### src/rtl/alu_pkg.sv
// Shared opcode, flag-index and state definitions for the serial ALU and its byte slice.
package alu_pkg;

  localparam logic [2:0] OP_ADD = 3'd0;
  localparam logic [2:0] OP_ADC = 3'd1;
  localparam logic [2:0] OP_SUB = 3'd2;
  localparam logic [2:0] OP_SBC = 3'd3;
  localparam logic [2:0] OP_AND = 3'd4;
  localparam logic [2:0] OP_XOR = 3'd5;
  localparam logic [2:0] OP_OR  = 3'd6;
  localparam logic [2:0] OP_CP  = 3'd7;

  localparam int FLAG_Z = 3;
  localparam int FLAG_N = 2;
  localparam int FLAG_H = 1;
  localparam int FLAG_C = 0;

  typedef enum logic {
    S_IDLE = 1'b0,
    S_RUN  = 1'b1
  } state_t;

endpackage

### src/rtl/alu_slice8.sv
// Combinational 8-bit add/logic slice; SUB/SBC/CP invert B here so the caller only supplies carry-in.
// CP yields the subtraction result; the caller substitutes A for the visible result.
module alu_slice8
  import alu_pkg::*;
(
  input  logic [7:0] i_A,
  input  logic [7:0] i_B,
  input  logic       i_Cin,
  input  logic [2:0] i_Opcode,
  output logic [7:0] o_Result,
  output logic       o_Cout,
  output logic       o_HalfCarry
);

  logic       w_Invert;
  logic [7:0] w_B;
  logic [4:0] w_Lo;
  logic [4:0] w_Hi;

  assign w_Invert = (i_Opcode == OP_SUB) || (i_Opcode == OP_SBC) || (i_Opcode == OP_CP);
  assign w_B      = w_Invert ? ~i_B : i_B;

  // Split at the nybble boundary so the bit-3 carry is directly available.
  assign w_Lo = {1'b0, i_A[3:0]} + {1'b0, w_B[3:0]} + {4'b0000, i_Cin};
  assign w_Hi = {1'b0, i_A[7:4]} + {1'b0, w_B[7:4]} + {4'b0000, w_Lo[4]};

  assign o_HalfCarry = w_Lo[4];
  assign o_Cout      = w_Hi[4];

  always_comb begin
    case (i_Opcode)
      OP_AND:  o_Result = i_A & i_B;
      OP_XOR:  o_Result = i_A ^ i_B;
      OP_OR:   o_Result = i_A | i_B;
      default: o_Result = {w_Hi[3:0], w_Lo[3:0]};
    endcase
  end

endmodule

### src/rtl/serial_alu.sv
// DATA_W-bit ALU iterating one 8-bit slice LSB-byte-first, DATA_W/8 cycles per operation.
// Start is taken only when idle; o_Done pulses one cycle after the last slice, with o_Busy already low.
module serial_alu
  import alu_pkg::*;
#(
  parameter int DATA_W = 16
) (
  input  logic              i_Clk,
  input  logic              i_Reset,
  input  logic              i_Start,
  input  logic [DATA_W-1:0] i_A,
  input  logic [DATA_W-1:0] i_B,
  input  logic [2:0]        i_Opcode,
  input  logic [3:0]        i_F,
  input  logic              i_KeepZ,
  output logic              o_Busy,
  output logic              o_Done,
  output logic [DATA_W-1:0] o_Result,
  output logic [3:0]        o_F
);

  localparam int NSLICE = DATA_W / 8;
  localparam int CNT_W  = (NSLICE > 1) ? $clog2(NSLICE) : 1;
  localparam int IDX_W  = $clog2(DATA_W);
  localparam logic [CNT_W-1:0] LAST_CNT = CNT_W'(NSLICE - 1);

  state_t            r_State;
  state_t            w_NextState;
  logic [CNT_W-1:0]  r_Cnt;
  logic [DATA_W-1:0] r_A;
  logic [DATA_W-1:0] r_B;
  logic [DATA_W-1:0] r_Sum;
  logic [DATA_W-1:0] r_Result;
  logic [2:0]        r_Op;
  logic [3:0]        r_F;
  logic              r_Carry;
  logic              r_OldZ;
  logic              r_KeepZ;
  logic              r_Done;

  logic              w_Accept;
  logic              w_Last;
  logic              w_IsSub;
  logic              w_IsArith;
  logic [IDX_W-1:0]  w_Base;
  logic [7:0]        w_ByteRes;
  logic              w_Cout;
  logic              w_HalfCarry;
  logic [DATA_W-1:0] w_SumNext;
  logic [3:0]        w_FNext;
  logic              w_unused_flags;

  assign w_unused_flags = ^i_F[FLAG_N:FLAG_H];

  assign w_Last    = (r_Cnt == LAST_CNT);
  assign w_Base    = IDX_W'({r_Cnt, 3'b000});
  assign w_IsSub   = (r_Op == OP_SUB) || (r_Op == OP_SBC) || (r_Op == OP_CP);
  assign w_IsArith = ~r_Op[2] || (r_Op == OP_CP);

  alu_slice8 u_slice (
    .i_A         (r_A[w_Base +: 8]),
    .i_B         (r_B[w_Base +: 8]),
    .i_Cin       (r_Carry),
    .i_Opcode    (r_Op),
    .o_Result    (w_ByteRes),
    .o_Cout      (w_Cout),
    .o_HalfCarry (w_HalfCarry)
  );

  always_ff @(posedge i_Clk or posedge i_Reset) begin
    if (i_Reset) r_State <= S_IDLE;
    else         r_State <= w_NextState;
  end

  always_comb begin
    w_NextState = r_State;
    w_Accept    = 1'b0;
    case (r_State)
      S_IDLE: if (i_Start) begin
        w_NextState = S_RUN;
        w_Accept    = 1'b1;
      end
      S_RUN:   if (w_Last) w_NextState = S_IDLE;
      default: w_NextState = S_IDLE;
    endcase
  end

  // Full-width sum including the byte being produced this cycle; Z and the final result come from it.
  always_comb begin
    w_SumNext               = r_Sum;
    w_SumNext[w_Base +: 8]  = w_ByteRes;
    w_FNext                 = 4'b0000;
    w_FNext[FLAG_Z]         = r_KeepZ ? r_OldZ : (w_SumNext == '0);
    w_FNext[FLAG_N]         = w_IsSub;
    w_FNext[FLAG_H]         = w_IsArith ? (w_HalfCarry ^ w_IsSub) : (r_Op == OP_AND);
    w_FNext[FLAG_C]         = w_IsArith && (w_Cout ^ w_IsSub);
  end

  always_ff @(posedge i_Clk or posedge i_Reset) begin
    if (i_Reset) begin
      r_Cnt    <= '0;
      r_A      <= '0;
      r_B      <= '0;
      r_Sum    <= '0;
      r_Result <= '0;
      r_Op     <= OP_ADD;
      r_F      <= 4'b0000;
      r_Carry  <= 1'b0;
      r_OldZ   <= 1'b0;
      r_KeepZ  <= 1'b0;
      r_Done   <= 1'b0;
    end else begin
      r_Done <= 1'b0;
      if (w_Accept) begin
        r_A     <= i_A;
        r_B     <= i_B;
        r_Op    <= i_Opcode;
        r_OldZ  <= i_F[FLAG_Z];
        r_KeepZ <= i_KeepZ;
        r_Cnt   <= '0;
        r_Sum   <= '0;
        // SUB/CP start with carry 1 (two's complement); ADC uses C; SBC uses ~C as the inverted borrow.
        r_Carry <= i_Opcode[1] ^ (i_Opcode[0] & i_F[FLAG_C] & ~i_Opcode[2]);
      end else if (r_State == S_RUN) begin
        r_Sum   <= w_SumNext;
        r_Carry <= w_Cout;
        r_Cnt   <= r_Cnt + 1'b1;
        if (w_Last) begin
          r_Done   <= 1'b1;
          r_Result <= (r_Op == OP_CP) ? r_A : w_SumNext;
          r_F      <= w_FNext;
        end
      end
    end
  end

  assign o_Busy   = (r_State == S_RUN);
  assign o_Done   = r_Done;
  assign o_Result = r_Result;
  assign o_F      = r_F;

endmodule
### config.mk
export PLATFORM = sky130hd
export DESIGN_NAME = serial_alu
export DESIGN_NICKNAME = d
export VERILOG_FILES = /design/src/rtl/alu_pkg.sv /design/src/rtl/alu_slice8.sv /design/src/rtl/serial_alu.sv
export SDC_FILE = /design/constraint.sdc
export NUM_CORES = 1
export LEC_CHECK = 0
export CELL_PAD_IN_SITES_DETAIL_PLACEMENT = 2
export CELL_PAD_IN_SITES_GLOBAL_PLACEMENT = 2
export CORE_UTILIZATION = 39
export CTS_BUF_LIST = sky130_fd_sc_hd__clkbuf_8
export DETAILED_ROUTE_END_ITERATION = 10
export PLACE_DENSITY_LB_ADDON = 0.1
export SLEW_MARGIN = 20
export SYNTH_ARGS = -nofsm -noshare
export SYNTH_HDL_FRONTEND = slang
export SYNTH_SLANG_ARGS = --single-unit
export TNS_END_PERCENT = 10
### constraint.sdc
create_clock -name i_Clk -period 10.4 [get_ports i_Clk]
set_clock_uncertainty 0.15 [all_clocks]
set_input_delay 1.56 -clock i_Clk [delete_from_list [all_inputs] [get_ports i_Clk]]
set_output_delay 1.56 -clock i_Clk [all_outputs]
set_load 0.02 [all_outputs]
Yosys cells after proc, flatten, opt, wreduce, memory -nomap -nowiden
Cells that the tools add are included.

word-level totals
  input port bits = 43
  bits in registers = 77
  output and inout port bits = 22
  word-level logic and storage cells = 67

cells by class
  bitwise logic cells = 13
  equality and inequality tests = 6
  reduce and logical (&&, ||, !) cells = 7
  mux-type cells = 19
  $add $sub $neg = 6
  shift operators = 4

operators by type and width
  cell                      count
  $mux W16                  3
  $shiftx A16 B5 Y8         2
  $pmux W8 S3               1
  $bwmux W16                1
  $logic_not A16 Y1         1
  $shift A8 B6 Y16 const A  1
  $shiftx A8 B6 Y16         1
  $eq A3 B3 Y1 const B      4
  $mux W1                   12
  $add A4 B4 Y5             2
  $add A5 B1 Y5             2
  $and A8 B8 Y8             1
  $mux W8                   1
  $not A8 Y8                1
  $or A8 B8 Y8              1
  $xor A8 B8 Y8             1
  $eq A3 B2 Y1 const B      2
  $neg A4 Y6                1
  $not A1 Y1                4
  $logic_or A1 B1 Y1        3
  $reduce_and A3 Y1         1
  $xor A1 B1 Y1             3
  $and A1 B1 Y1             2
  $pmux W1 S2               1
  3 further kinds           3

Longest topological paths before layout
  depth after elaboration = 12
  mapped depth = 16
  depth with buffers taken out = 14

Modules after synthesis
From an unflattened synthesis, not the netlist that was laid out.

unflattened totals
  cells, all modules = 425
  area, all modules = 4391.7 um^2

by module, submodules not included
  module      cells each  area each (um^2)  sequential area each (um^2)  instances
  serial_alu  310         3452.1            1926.8                       1
  alu_slice8  115         939.7             0.0                          1

Least setup slack after synthesis
No wires, ideal clock.

  kind = reg-to-reg
  start point = register r_Cnt
  end point = register r_Result[13], in the netlist o_Result[13]
  setup slack = 6.561 ns
  cell stages (with the launch flop) = 14
  data arrival time = 3.611 ns
  clock period less this slack = 3.839 ns
  library setup time = 0.078 ns
  cell sequence = dfrtp_1 > buf_2 > buf_2 > mux2_2 > fa_1 > fa_1 > a21o_1 > a21oi_1 > fa_1 > fa_1 > a32oi_1 > o31a_1 > mux2i_1 > o21ai_1

between the ends
  word-level cells in the longest chain between the ends = 10
  elaborated cells between the ends (all ways) = 18

ends and longest elaborated chain
  what                    RTL line           RTL
  from (decl)             serial_alu.sv:29   logic [CNT_W-1:0] r_Cnt;
  from (signal assigned)  serial_alu.sv:127  r_Cnt <= r_Cnt + 1'b1;
  $shiftx A16 B5 Y8       serial_alu.sv:62   .i_B (r_B[w_Base +: 8]),
  $not A8 Y8              alu_slice8.sv:21   assign w_B = w_Invert ? ~i_B : i_B;
  $mux W8                 alu_slice8.sv:21
  $add A4 B4 Y5           alu_slice8.sv:24   assign w_Lo = {1'b0, i_A[3:0]} + {1'b0, w_B[3:0]} + {4'b0000, i_Cin};
  $add A5 B1 Y5           alu_slice8.sv:24
  $add A5 B1 Y5           alu_slice8.sv:25   assign w_Hi = {1'b0, i_A[7:4]} + {1'b0, w_B[7:4]} + {4'b0000, w_Lo[4]};
  $pmux W8 S3             alu_slice8.sv:31   case (i_Opcode)
  $shiftx A8 B6 Y16       serial_alu.sv:91   w_SumNext[w_Base +: 8] = w_ByteRes;
  $bwmux W16              serial_alu.sv:91
  $mux W16                serial_alu.sv:130  r_Result <= (r_Op == OP_CP) ? r_A : w_SumNext;
  to (signal assigned)    serial_alu.sv:130
  to (decl)               serial_alu.sv:33   logic [DATA_W-1:0] r_Result;

Several ways; a longest one is shown, not always the timed one.
A chain may end at the register's enable or synchronous reset.

Worst setup path after layout
Same ends and word-level chain as after synthesis.

==> flow_metrics.tcl <==
set metrics [dict create \
    status "completed" \
    wire_per_inst_um 20.47 \
    synth_warnings 0 \
    cpMaxStageDelayCell "dfrtp_1" \
    syn_nets 461 \
    syn_inst 392 \
    crit_path_start "r_Cnt$_DFFE_PP0P_" \
    rrSetupSlack_ps 5740 \
    portBuffers 62 \
    grt_overflow_total 0 \
    holdCritPathClass "reg -> reg" \
    post-route-util_pct 49.84 \
    dieArea_um2 11380 \
    cp.depth 12 \
    synth.distinct_cells 50 \
    clock_latency_ps 370 \
    synth-seq-cells 77 \
    min_to "r_Sum[10]$_DFFE_PP0P_" \
    max_freq_mhz 214.5 \
    gr-usage-all-layers_pct 23.19 \
    hold_viol 0 \
    initial_utilization_pct 40.84 \
    cts_resized 0 \
    antenna_found_initial 0 \
    rr_worst_depth 12 \
    path_delay_family "adder cells" \
    synth_most_common_cell "dfrtp_1" \
    seq_area_um2 1927 \
    required_ps 10550 \
    synthArstFlopShare_pct 100.0 \
    drt_wl_total_mm 12.08 \
    synth_common_cells "dfrtp_1, nand2_1, mux2_2, mux2i_1, o21ai_0" \
    cp_slowest_stage_delay_ps 680 \
    tritoncts "built" \
    cpMostUsedCell "fa_1" \
    min_path_cells 2 \
    synthToLayoutAreaGrowth_pct 22.05 \
    min_from "r_Sum[10]$_DFFE_PP0P_" \
    postCtsSetupBuffers 0 \
    cp_max_fo 27 \
    antenna_cells 0 \
    wl_met3_um 337 \
    r2r_end "o_Result[13]$_DFFE_PP0P_" \
    r2r_start "r_Cnt$_DFFE_PP0P_" \
    grt_pass1_vias 3609 \
    setup_viol 0 \
    syn_area_um2 4273 \
    setup_tns_ps 0 \
    coreArea_um2 10460 \
    crit_type "reg -> reg" \
    hpwl_mm 8.289 \
    fin_crit_sh_pct 44.83 \
    root_buffer "clkbuf_8" \
    drv_slew 0 \
    clkSlewWorstSetupHoldPaths_ps 90 \
    boundaryPins 65 \
    drt-met1-wl_mm 5.474 \
    num_vias 3186 \
    die_w_um 106.7 \
    clock_sinks 77 \
    htreeDepth 3 \
    hold_buffers 0 \
    dr.pass1.iters 4 \
    synth_flop_cell "dfrtp_1" \
    die_height_um 106.7 \
    final_nets 518 \
    critical_path_arrival_ps 4810 \
    path_cells "buf_4, mux2_2, fa_1, fa_1, a21o_1, a21oi_1, fa_1, fa_1, a32oi_1, o31a_1, mux2i_1, o21ai_1" \
    min_period_ps 4662 \
    ys_seq_area_share_pct 45.10 \
    yosys.area.top_type "dfrtp_1" \
    drive_above_1_share_pct 14.54 \
    grt_pass1_wl_mm 19.80 \
    cts_buffer_depth 2 \
    vias_per_cell 5.400 \
    grt_max_degree 78 \
    numCtsBuffers 9 \
    nFillCells 1093 \
    relSlewSlack_pct 42.45 \
    cap_violations 0 \
    crit_buf_inv 1 \
    synth_edf_count 0 \
    max_slew.worst_pin.slew_ps 863.3 \
    drc 0 \
    yosysTopAreaCellShare_pct 45.10 \
    antenna_left 0 \
    routed-wl-met2_mm 6.155 \
    top_layer "met4" \
    drt_iter0_drc 77 \
    multiInputGateArea_um2 2137 \
    end_kind "register" \
    rsz0062_at_grt "false" \
    row_count 37 \
    crit_path_start_kind "register" \
    synthTopCellsByArea "dfrtp_1, mux2_2, mux2i_1" \
    gp_congestion 0.7691 \
    syn_avg_cell_area_um2 10.90 \
]
## registers in the layout, summed over array words and instances, names as in the netlist
name	flops
o_Busy	1
o_Done	1
o_F	4
o_Result	16
r_A	16
r_B	16
r_Carry	1
r_Cnt	1
r_KeepZ	1
r_OldZ	1
r_Op	3
r_Sum	16
## tightest hold or removal path: stages, from the launching register on
cell,delay (ps)
dfrtp_1,350
nand2_1,50
o21ai_0,60
## per-layer routing
layer / global-route usage [%] / vias to the layer above
met5: 0 / -
met4: 5.186 / 0
met3: 4.802 / 9
met2: 40.09 / 53
met1: 29.75 / 1637
li1: - / 1487
## layout by cell type, fill, tap and decap left out, types with 2 or more instances in the layout
master,n
a211oi_1,2
a21o_1,6
a21oi_1,7
a22o_1,7
a22oi_1,4
a31oi_1,2
a32oi_1,4
and3_1,2
buf_4,5
clkbuf_8,9
clkdlybuf4s50_1,62
clkinvlp_4,3
dfrtp_1,77
fa_1,4
ha_1,22
inv_1,26
inv_6,2
mux2_2,38
mux2i_1,32
nand2_1,40
nand2b_1,2
nand3_1,4
nand4_1,3
nor2_1,11
nor2b_1,3
nor4_1,3
o21ai_0,30
o21ai_1,5
o22ai_1,4
o31a_1,2
xnor2_1,10
## kinds of logic (layout without fill, tap and decap cells)
group,Yosys count,count (layout),share of synthesized area (%)
simple gates,77,77,8.404
flops,77,77,45.10
xor+xnor,11,11,2.255
fa+ha+maj,26,26,8.316
mux,70,70,17.51
compound gates,83,83,13.24
buf+inv,48,110,5.183
## worst max-delay path by stage
stage,end,slack [ps]
floorplan,o_Result[13]$_DFFE_PP0P_,6560
detailed placement,o_Result[13]$_DFFE_PP0P_,5750
global route,o_Result[13]$_DFFE_PP0P_,5570
CTS,o_Result[13]$_DFFE_PP0P_,5700
global placement,o_Result[13]$_DFFE_PP0P_,5880
finish,o_Result[13]$_DFFE_PP0P_,5740
## layout make-up
cell class              instances  area share (%)
multi-input cells             267           40.98
flip-flops and latches         77           36.95
repair buffers                 68           13.15
well taps                     136           3.263
clock buffers                   9           2.375
inverters                      26           1.871
clock inverters                 7           1.416
## through the flow
step	setup WS, ps	hold slack, ps	cell area [um2]	std cells
after floorplan	6561	300.7	4273	392
final	5738	348.9	5215	590
after global routing	5572	382.2	5215	590
after global placement	5883	316.4	4985	573
after detailed placement	5754	327.3	4985	573
after CTS	5696	352.1	5182	589
Power is not shown: default switching activity piles up to over one toggle a cycle in this logic, so the estimate is an artifact.
